**src/rtl/cfu_initiator_pkg.sv**
```systemverilog
// Shared constants and helpers for the CFU initiator slice.
// Status encoding, default widths and parameter sanity helpers.
package cfu_initiator_pkg;

  localparam logic CFU_STATUS_OK  = 1'b1;
  localparam logic CFU_STATUS_ERR = 1'b0;

  localparam int CFU_FUNC_ID_W = 10;
  localparam int CFU_DATA_W    = 32;
  localparam int CFU_RD_W      = 5;
  localparam int CFU_TMR_W     = 16;

  function automatic bit is_pow2(input int n);
    return (n > 0) && ((n & (n - 1)) == 0);
  endfunction

endpackage

```
**src/rtl/cfu_tag_fifo.sv**
```systemverilog
// In-order tag FIFO holding destination registers of outstanding requests.
// Ports: push/din write, pop advances head, count = occupancy.
module cfu_tag_fifo #(
  parameter int DEPTH = 4,
  parameter int W     = 5
) (
  input  logic                         clk,
  input  logic                         rst,
  input  logic                         push,
  input  logic [W-1:0]                 din,
  input  logic                         pop,
  output logic [W-1:0]                 head,
  output logic [$clog2(DEPTH+1)-1:0]   count
);

  localparam int AW = $clog2(DEPTH);
  localparam int CW = $clog2(DEPTH + 1);

  logic [W-1:0]  mem [DEPTH];
  logic [AW-1:0] wr_ptr;
  logic [AW-1:0] rd_ptr;

  assign head = mem[rd_ptr];

  // Storage is not reset; only the pointers define validity.
  always_ff @(posedge clk) begin
    if (push) mem[wr_ptr] <= din;
  end

  // DEPTH is a power of two, so pointers wrap naturally.
  always_ff @(posedge clk or posedge rst) begin
    if (rst) begin
      wr_ptr <= '0;
      rd_ptr <= '0;
      count  <= '0;
    end else begin
      if (push) wr_ptr <= wr_ptr + AW'(1);
      if (pop)  rd_ptr <= rd_ptr + AW'(1);
      count <= count + CW'(push) - CW'(pop);
    end
  end

endmodule

```
**src/rtl/cfu_initiator.sv**
```systemverilog
// CPU-side CFU initiator: issue -> req register, resp -> wb register,
// in-order tag FIFO of rd. Optional watchdog under CFU_TIMEOUT_EN.
// Ports: issue_* (core in), req_* (to CFU), resp_* (from CFU),
// wb_* (to core), outstanding count, sticky unexpected_resp.
module cfu_initiator
  import cfu_initiator_pkg::*;
#(
  parameter int FUNC_ID_W   = CFU_FUNC_ID_W,
  parameter int DATA_W      = CFU_DATA_W,
  parameter int N_INPUTS    = 2,
  parameter int RD_W        = CFU_RD_W,
  parameter int MAX_OUT     = 4,
  parameter int TIMEOUT_CYC = 1024
) (
  input  logic                         clk,
  input  logic                         rst,
  input  logic                         issue_valid,
  output logic                         issue_ready,
  input  logic [FUNC_ID_W-1:0]         issue_function_id,
  input  logic [N_INPUTS*DATA_W-1:0]   issue_data,
  input  logic [RD_W-1:0]              issue_rd,
  output logic                         req_valid,
  input  logic                         req_ready,
  output logic [FUNC_ID_W-1:0]         req_function_id,
  output logic [N_INPUTS*DATA_W-1:0]   req_data,
  input  logic                         resp_valid,
  output logic                         resp_ready,
  input  logic [DATA_W-1:0]            resp_data,
  input  logic                         resp_ok,
  output logic                         wb_valid,
  input  logic                         wb_ready,
  output logic [RD_W-1:0]              wb_rd,
  output logic [DATA_W-1:0]            wb_data,
  output logic                         wb_err,
  output logic [$clog2(MAX_OUT+1)-1:0] outstanding,
  output logic                         unexpected_resp
);

  localparam int CW = $clog2(MAX_OUT + 1);

  logic            issue_fire;
  logic            resp_fire;
  logic            resp_take;
  logic            unexp_fire;
  logic            pop;
  logic            empty;
  logic            tmo_fire;
  logic [RD_W-1:0] head;
  logic [CW-1:0]   drop_cnt;
  logic [CW:0]     busy;

  if (!is_pow2(MAX_OUT) || MAX_OUT < 2 || TIMEOUT_CYC < 1 ||
      TIMEOUT_CYC >= (1 << CFU_TMR_W)) begin : g_bad_cfg
    $error("cfu_initiator: illegal MAX_OUT or TIMEOUT_CYC");
  end

  // Dropped (timed-out) requests still own a CFU slot until
  // their late response drains, so they count against capacity.
  assign busy        = {1'b0, outstanding} + {1'b0, drop_cnt};
  assign issue_ready = (!req_valid || req_ready) &&
                       (busy < (CW+1)'(MAX_OUT));
  assign issue_fire  = issue_valid && issue_ready;

  assign resp_ready = !wb_valid || wb_ready;
  assign resp_fire  = resp_valid && resp_ready;
  assign empty      = (outstanding == '0);
  assign resp_take  = resp_fire && !empty && (drop_cnt == '0);
  assign unexp_fire = resp_fire && empty && (drop_cnt == '0);
  assign pop        = resp_take || tmo_fire;

  cfu_tag_fifo #(
    .DEPTH (MAX_OUT),
    .W     (RD_W)
  ) u_tags (
    .clk   (clk),
    .rst   (rst),
    .push  (issue_fire),
    .din   (issue_rd),
    .pop   (pop),
    .head  (head),
    .count (outstanding)
  );

  always_ff @(posedge clk or posedge rst) begin
    if (rst) begin
      req_valid       <= 1'b0;
      req_function_id <= '0;
      req_data        <= '0;
    end else if (issue_fire) begin
      req_valid       <= 1'b1;
      req_function_id <= issue_function_id;
      req_data        <= issue_data;
    end else if (req_ready) begin
      req_valid <= 1'b0;
    end
  end

  // pop only happens when the wb register is free (resp_ready).
  always_ff @(posedge clk or posedge rst) begin
    if (rst) begin
      wb_valid <= 1'b0;
      wb_rd    <= '0;
      wb_data  <= '0;
      wb_err   <= 1'b0;
    end else if (pop) begin
      wb_valid <= 1'b1;
      wb_rd    <= head;
      wb_data  <= tmo_fire ? '0 : resp_data;
      wb_err   <= tmo_fire || (resp_ok != CFU_STATUS_OK);
    end else if (wb_ready) begin
      wb_valid <= 1'b0;
    end
  end

  always_ff @(posedge clk or posedge rst) begin
    if (rst) unexpected_resp <= 1'b0;
    else if (unexp_fire) unexpected_resp <= 1'b1;
  end

`ifdef CFU_TIMEOUT_EN
  logic [CFU_TMR_W-1:0] timer;
  logic                 tmo_hit;

  // Timer saturates at the limit while the wb register is busy;
  // a response arriving in the same cycle always wins.
  assign tmo_hit  = (timer >= CFU_TMR_W'(TIMEOUT_CYC));
  assign tmo_fire = tmo_hit && !empty && !resp_fire && resp_ready;

  always_ff @(posedge clk or posedge rst) begin
    if (rst) begin
      timer    <= '0;
      drop_cnt <= '0;
    end else begin
      if (resp_fire || empty || tmo_fire) timer <= '0;
      else if (!tmo_hit) timer <= timer + 1'b1;
      if (tmo_fire) drop_cnt <= drop_cnt + 1'b1;
      else if (resp_fire && drop_cnt != '0)
        drop_cnt <= drop_cnt - 1'b1;
    end
  end
`else
  assign tmo_fire = 1'b0;
  assign drop_cnt = '0;
`endif

endmodule
```
**config.mk**
```make
export PLATFORM = sky130hd
export DESIGN_NAME = cfu_initiator
export DESIGN_NICKNAME = d
export VERILOG_FILES = /design/src/rtl/cfu_initiator_pkg.sv /design/src/rtl/cfu_tag_fifo.sv /design/src/rtl/cfu_initiator.sv
export SDC_FILE = /design/constraint.sdc
export NUM_CORES = 1
export LEC_CHECK = 0
export BUFFER_PORTS_ARGS = -buffer_cell sky130_fd_sc_hd__buf_2
export CELL_PAD_IN_SITES_DETAIL_PLACEMENT = 0
export CELL_PAD_IN_SITES_GLOBAL_PLACEMENT = 1
export CORE_ASPECT_RATIO = 1.1
export CORE_MARGIN = 5
export CORE_UTILIZATION = 34
export DETAILED_ROUTE_END_ITERATION = 10
export PLACE_DENSITY_LB_ADDON = 0.2
export SETUP_SLACK_MARGIN = 0.05
export SYNTH_ARGS = -nofsm -noshare
export SYNTH_HDL_FRONTEND = slang
export SYNTH_SLANG_ARGS = --single-unit
export TNS_END_PERCENT = 30
```
**constraint.sdc**
```tcl
create_clock -name clk -period 3.2 [get_ports clk]
set_input_delay 0.32 -clock clk [delete_from_list [all_inputs] [get_ports clk]]
set_output_delay 0.32 -clock clk [all_outputs]
set_load 0.01 [all_outputs]
```
==> impl_summary.txt <==
----------------------------------------------------
[Logic synthesis]
  Number of unique standard cell types used by synthesis ... 25
  Synthesized-area fraction occupied by xor and xnor cells ... 0.7814%
  Dominant cell by count in the synthesized netlist ... sky130_fd_sc_hd__dfrtp_1
  Leading area contributor after synthesis ... sky130_fd_sc_hd__dfrtp_1
  Largest family of logic cells by synthesized area ... multiplexers
  Synth cell count leaders ... sky130_fd_sc_hd__dfrtp_1, sky130_fd_sc_hd__mux2_2, sky130_fd_sc_hd__mux2_4
  Mapped Cells ... 311
  Post-synthesis simple-gate area fraction ... 1.741%
  Sequential area share after synthesis ... about 65%
  Share of synthesized flip-flops with an asynchronous set or reset ... roughly 86%
  Share of cell area taken by muxes after synthesis ... a little over a quarter
  Post-synth net total ... 436
  Adder-Cell Fraction of Synth Area ... under 10%
  Warnings, synthesis ... 0
  Number of flops mapped to enable cells by yosys ... 20
  Avg Synthesized Cell Area ... 18.02 um^2
  Most used flip-flop cell after synthesis ... sky130_fd_sc_hd__dfrtp_1
  Top-area cell type share of the netlist area ... a little over half
  Area contributors post-synth ... sky130_fd_sc_hd__dfrtp_1, sky130_fd_sc_hd__mux2_2, sky130_fd_sc_hd__edfxtp_1, sky130_fd_sc_hd__mux2_4, sky130_fd_sc_hd__mux4_2
  Synthesized area ... approximately 0.0056 mm^2
  Share of the synthesized area in compound gates (AO/OA/AOI/OAI) ... less than 1%
  Post-synthesis sequential element count ... 142

[Worst setup path]
  Largest fanout on the critical path ... 5
  Launching element type of the critical path ... register
  Crit end category ... register
  Worst Path Class, Setup ... reg2reg
  Worst Path Arrival ... ~2600 ps
  Worst path required time ... between 3000 and 4000 ps

[STA]
  Smallest setup slack after layout ... slightly above 900 ps
  Shortest period the worst path allows ... roughly 2300 ps
  Final Hold Viols ... 0
  Final period util ... a little under three quarters
  Transition time at the pin with the least slew margin ... about 960 ps
  Number of setup violations in the final report ... 0
  Max Slew Vio Count ... 0
  Final worst clock skew ... between 7 and 8 ps
  Hold slack ... between 80 and 90 ps
  Setup repair after global routing missed its margin ... false
  Setup TNS Final ... 0 ps
  Worst max-slew margin expressed relative to the limit ... a little over a third
  Upper clock frequency limit ... ~440 MHz

[Hold path]
  Hold/Removal Path Class ... in2reg

[Clock network]
  Clock Pin Slew Worst Setup and Hold Paths ... 60 ps
  CTS tree ... yes
  Number of buffers on the longest clock path ... 2
  Post-cts sizing count ... 0
  Clock latency at the later pin of the worst-skew pair ... approximately 410 ps
  Setup fix buffers added after clock tree synthesis ... 0
  Cell at the root of the clock tree ... sky130_fd_sc_hd__clkbuf_16
  CTS sink count ... about 140
  Hold_buf cts ... 0
  Count of H-tree levels built during CTS ... 4
  Clock buffer count from CTS ... 17

[Die]
  Die extent in y ... 144.7 um
  Die Span X ... 132.4 um
  Number of top-level pins ... ~240
  Row Count ... a little under 50
  Full die area ... 0.01915 mm^2
  Floorplan Core Area ... approximately 0.016 mm^2
  Starting Density ... between 30 and 40%

[Route]
  Post-Route WL ... between 10 and 15 mm
  Count of unresolved DRC violations after routing ... 0
  1st-pass router iterations ... 4
  Iter 0 DRT Violations ... around 110
  Routed via count divided by cell count ... 4.427
  Total via count after detailed routing ... between 3,000 and 4,000
  Mean routed wirelength per cell ... between 15 and 20 um
  Number of routed nets with antenna violations ... 0

[Power and ir drop]
  Clock power frac ... about 26%
  Switching Power ... around 2400 uW
  Share of total power in sequential cells ... 39.1%
  Internal power consumption ... roughly 5400 uW
  Maximum vdd ir drop ... between 400 and 500 uV
  Static leakage ... 0.003662 uW
  Power density over the cells ... about 1000 mW/mm^2
  Switch share ... a little under a third
  Logic pwr share ... between 30% and 40%

[Cells and area]
  Final Net Count ... about 700
  Area growth from synthesis to final layout ... 35.34%
  Share of cells above drive strength 1 ... 69.07%

[Placed design]
  Sum of net half-perimeters after detailed placement ... about 9.5 mm
  Gpl congestion ... about 0.72
  Setup WS pre-CTS ... just over 900 ps
  Number of buffers added on ports ... 237

[Global routing]
  Combined global-route utilization of all metal layers ... between 10% and 20%
  Global-route wire length before repair ... approximately 20 mm
  Congestion Overflow GR ... 0
  Pin count of the biggest net entering global routing ... 82
  Via count of the first global-routing pass ... roughly 3,800
  Antenna violations before repair ... 3

[Flow run]
  Max-cap check violation count ... 0

[Status]
  Outcome ... completed

----------------------------------------------------
## power by group through the flow
stage / clock network [uW] / registers, uW / logic (uW)
global route: 2140 / 3160 / 2990
floorplan: 0 / 3380 / 1410
finish: 1990 / 3050 / 2750
detailed placement: 0 / 3080 / 2820
CTS: 2060 / 3060 / 2820
global placement: 0 / 3060 / 2770
## placed cells by master, fill, tap and decap left out, types with 4 or more instances in the layout
| cell | synthesis | layout |
|---|---|---|
| sky130_fd_sc_hd__buf_2 | 2 | 237 |
| sky130_fd_sc_hd__dfrtp_1 | 122 | 122 |
| sky130_fd_sc_hd__mux2_2 | 76 | 76 |
| sky130_fd_sc_hd__mux2_4 | 36 | 36 |
| sky130_fd_sc_hd__edfxtp_1 | 20 | 20 |
| sky130_fd_sc_hd__clkbuf_16 | 0 | 18 |
| sky130_fd_sc_hd__inv_1 | 9 | 8 |
| sky130_fd_sc_hd__ha_1 | 6 | 6 |
| sky130_fd_sc_hd__xnor2_1 | 5 | 5 |
| sky130_fd_sc_hd__mux4_2 | 5 | 5 |
| sky130_fd_sc_hd__and2_1 | 4 | 4 |
| sky130_fd_sc_hd__inv_6 | 0 | 4 |
## area by class of cell
type	count	area, um^2
fill	1437	8662
clock inverter	10	123.9
multi-input combinational	145	1768
inverter	9	37.54
clock buffer	22	485.5
sequential	142	3654
timing repair buffer	241	1254
tap	204	255.2
antenna	3	7.507
## per-layer routing
layer	share of wire, %	global-route usage [%]	vias up
li1	-	-	1587
met3	10	7.538	18
met1	38	14.96	1679
met2	49	21.55	149
met4	2.2	5.788	2
met5	0.15	0	-
## registers in the layout, summed over array words and instances (netlist names)
signal	count
u_tags.wr_ptr	2
wb_data	32
u_tags.mem	20
req_data	64
u_tags.count	3
wb_err	1
unexpected_resp	1
req_function_id	10
wb_rd	5
u_tags.rd_ptr	2
req_valid	1
wb_valid	1
## cells by family (layout without fill, tap and decap cells)
logic type	after synthesis	in the layout
adders and majority gates	7	7
other	0	3
muxes	118	118
DFF	142	142
xor gates and xnor gates	5	5
buffers and inverters	24	282
and+or+nand+nor	14	14
AOI/OAI and AO/OA	1	1
## stage by stage
| stage | total power (uW) | area (um^2) | util, % | cells |
|---|---|---|---|---|
| 3_3_place_gp | 5829 | 6968 | 42.89 | 741 |
| 5_1_grt | 8290 | 7582 | 46.67 | 775 |
| 3_5_place_dp | 5897 | 6968 | 42.89 | 741 |
| 4_1_cts | 7947 | 7577 | 46.64 | 773 |
| 6_report | 7786 | 7585 | 46.68 | 776 |
| 2_1_floorplan | 4793 | 5608 | - | 311 |
## worst paths after layout
path                                 start               to  slack [ps]  cells past startpoint
min in group asynchronous              rst      wb_data[17]         110                      2
hold reg to reg            unexpected_resp  unexpected_resp         470                      1
max in group asynchronous              rst      wb_data[31]        2340                      3
setup reg to reg           u_tags.count[2]  u_tags.count[2]         910                     10
setup / recovery           u_tags.count[2]  u_tags.count[2]         910                     10
hold / removal                     resp_ok           wb_err          80                      2
## worst max-delay path, cell delays in order (launching register included)
cell and delay, ps:
sky130_fd_sc_hd__dfrtp_1 440, sky130_fd_sc_hd__or3_4 440, sky130_fd_sc_hd__nand3_4 80, sky130_fd_sc_hd__inv_1 40, sky130_fd_sc_hd__ha_1 260, sky130_fd_sc_hd__inv_1 60, sky130_fd_sc_hd__ha_1 130, sky130_fd_sc_hd__inv_1 50
sky130_fd_sc_hd__fa_1 380, sky130_fd_sc_hd__xnor2_1 200, sky130_fd_sc_hd__xnor2_1 140
Note: power is estimated with default switching activity, not from simulation.
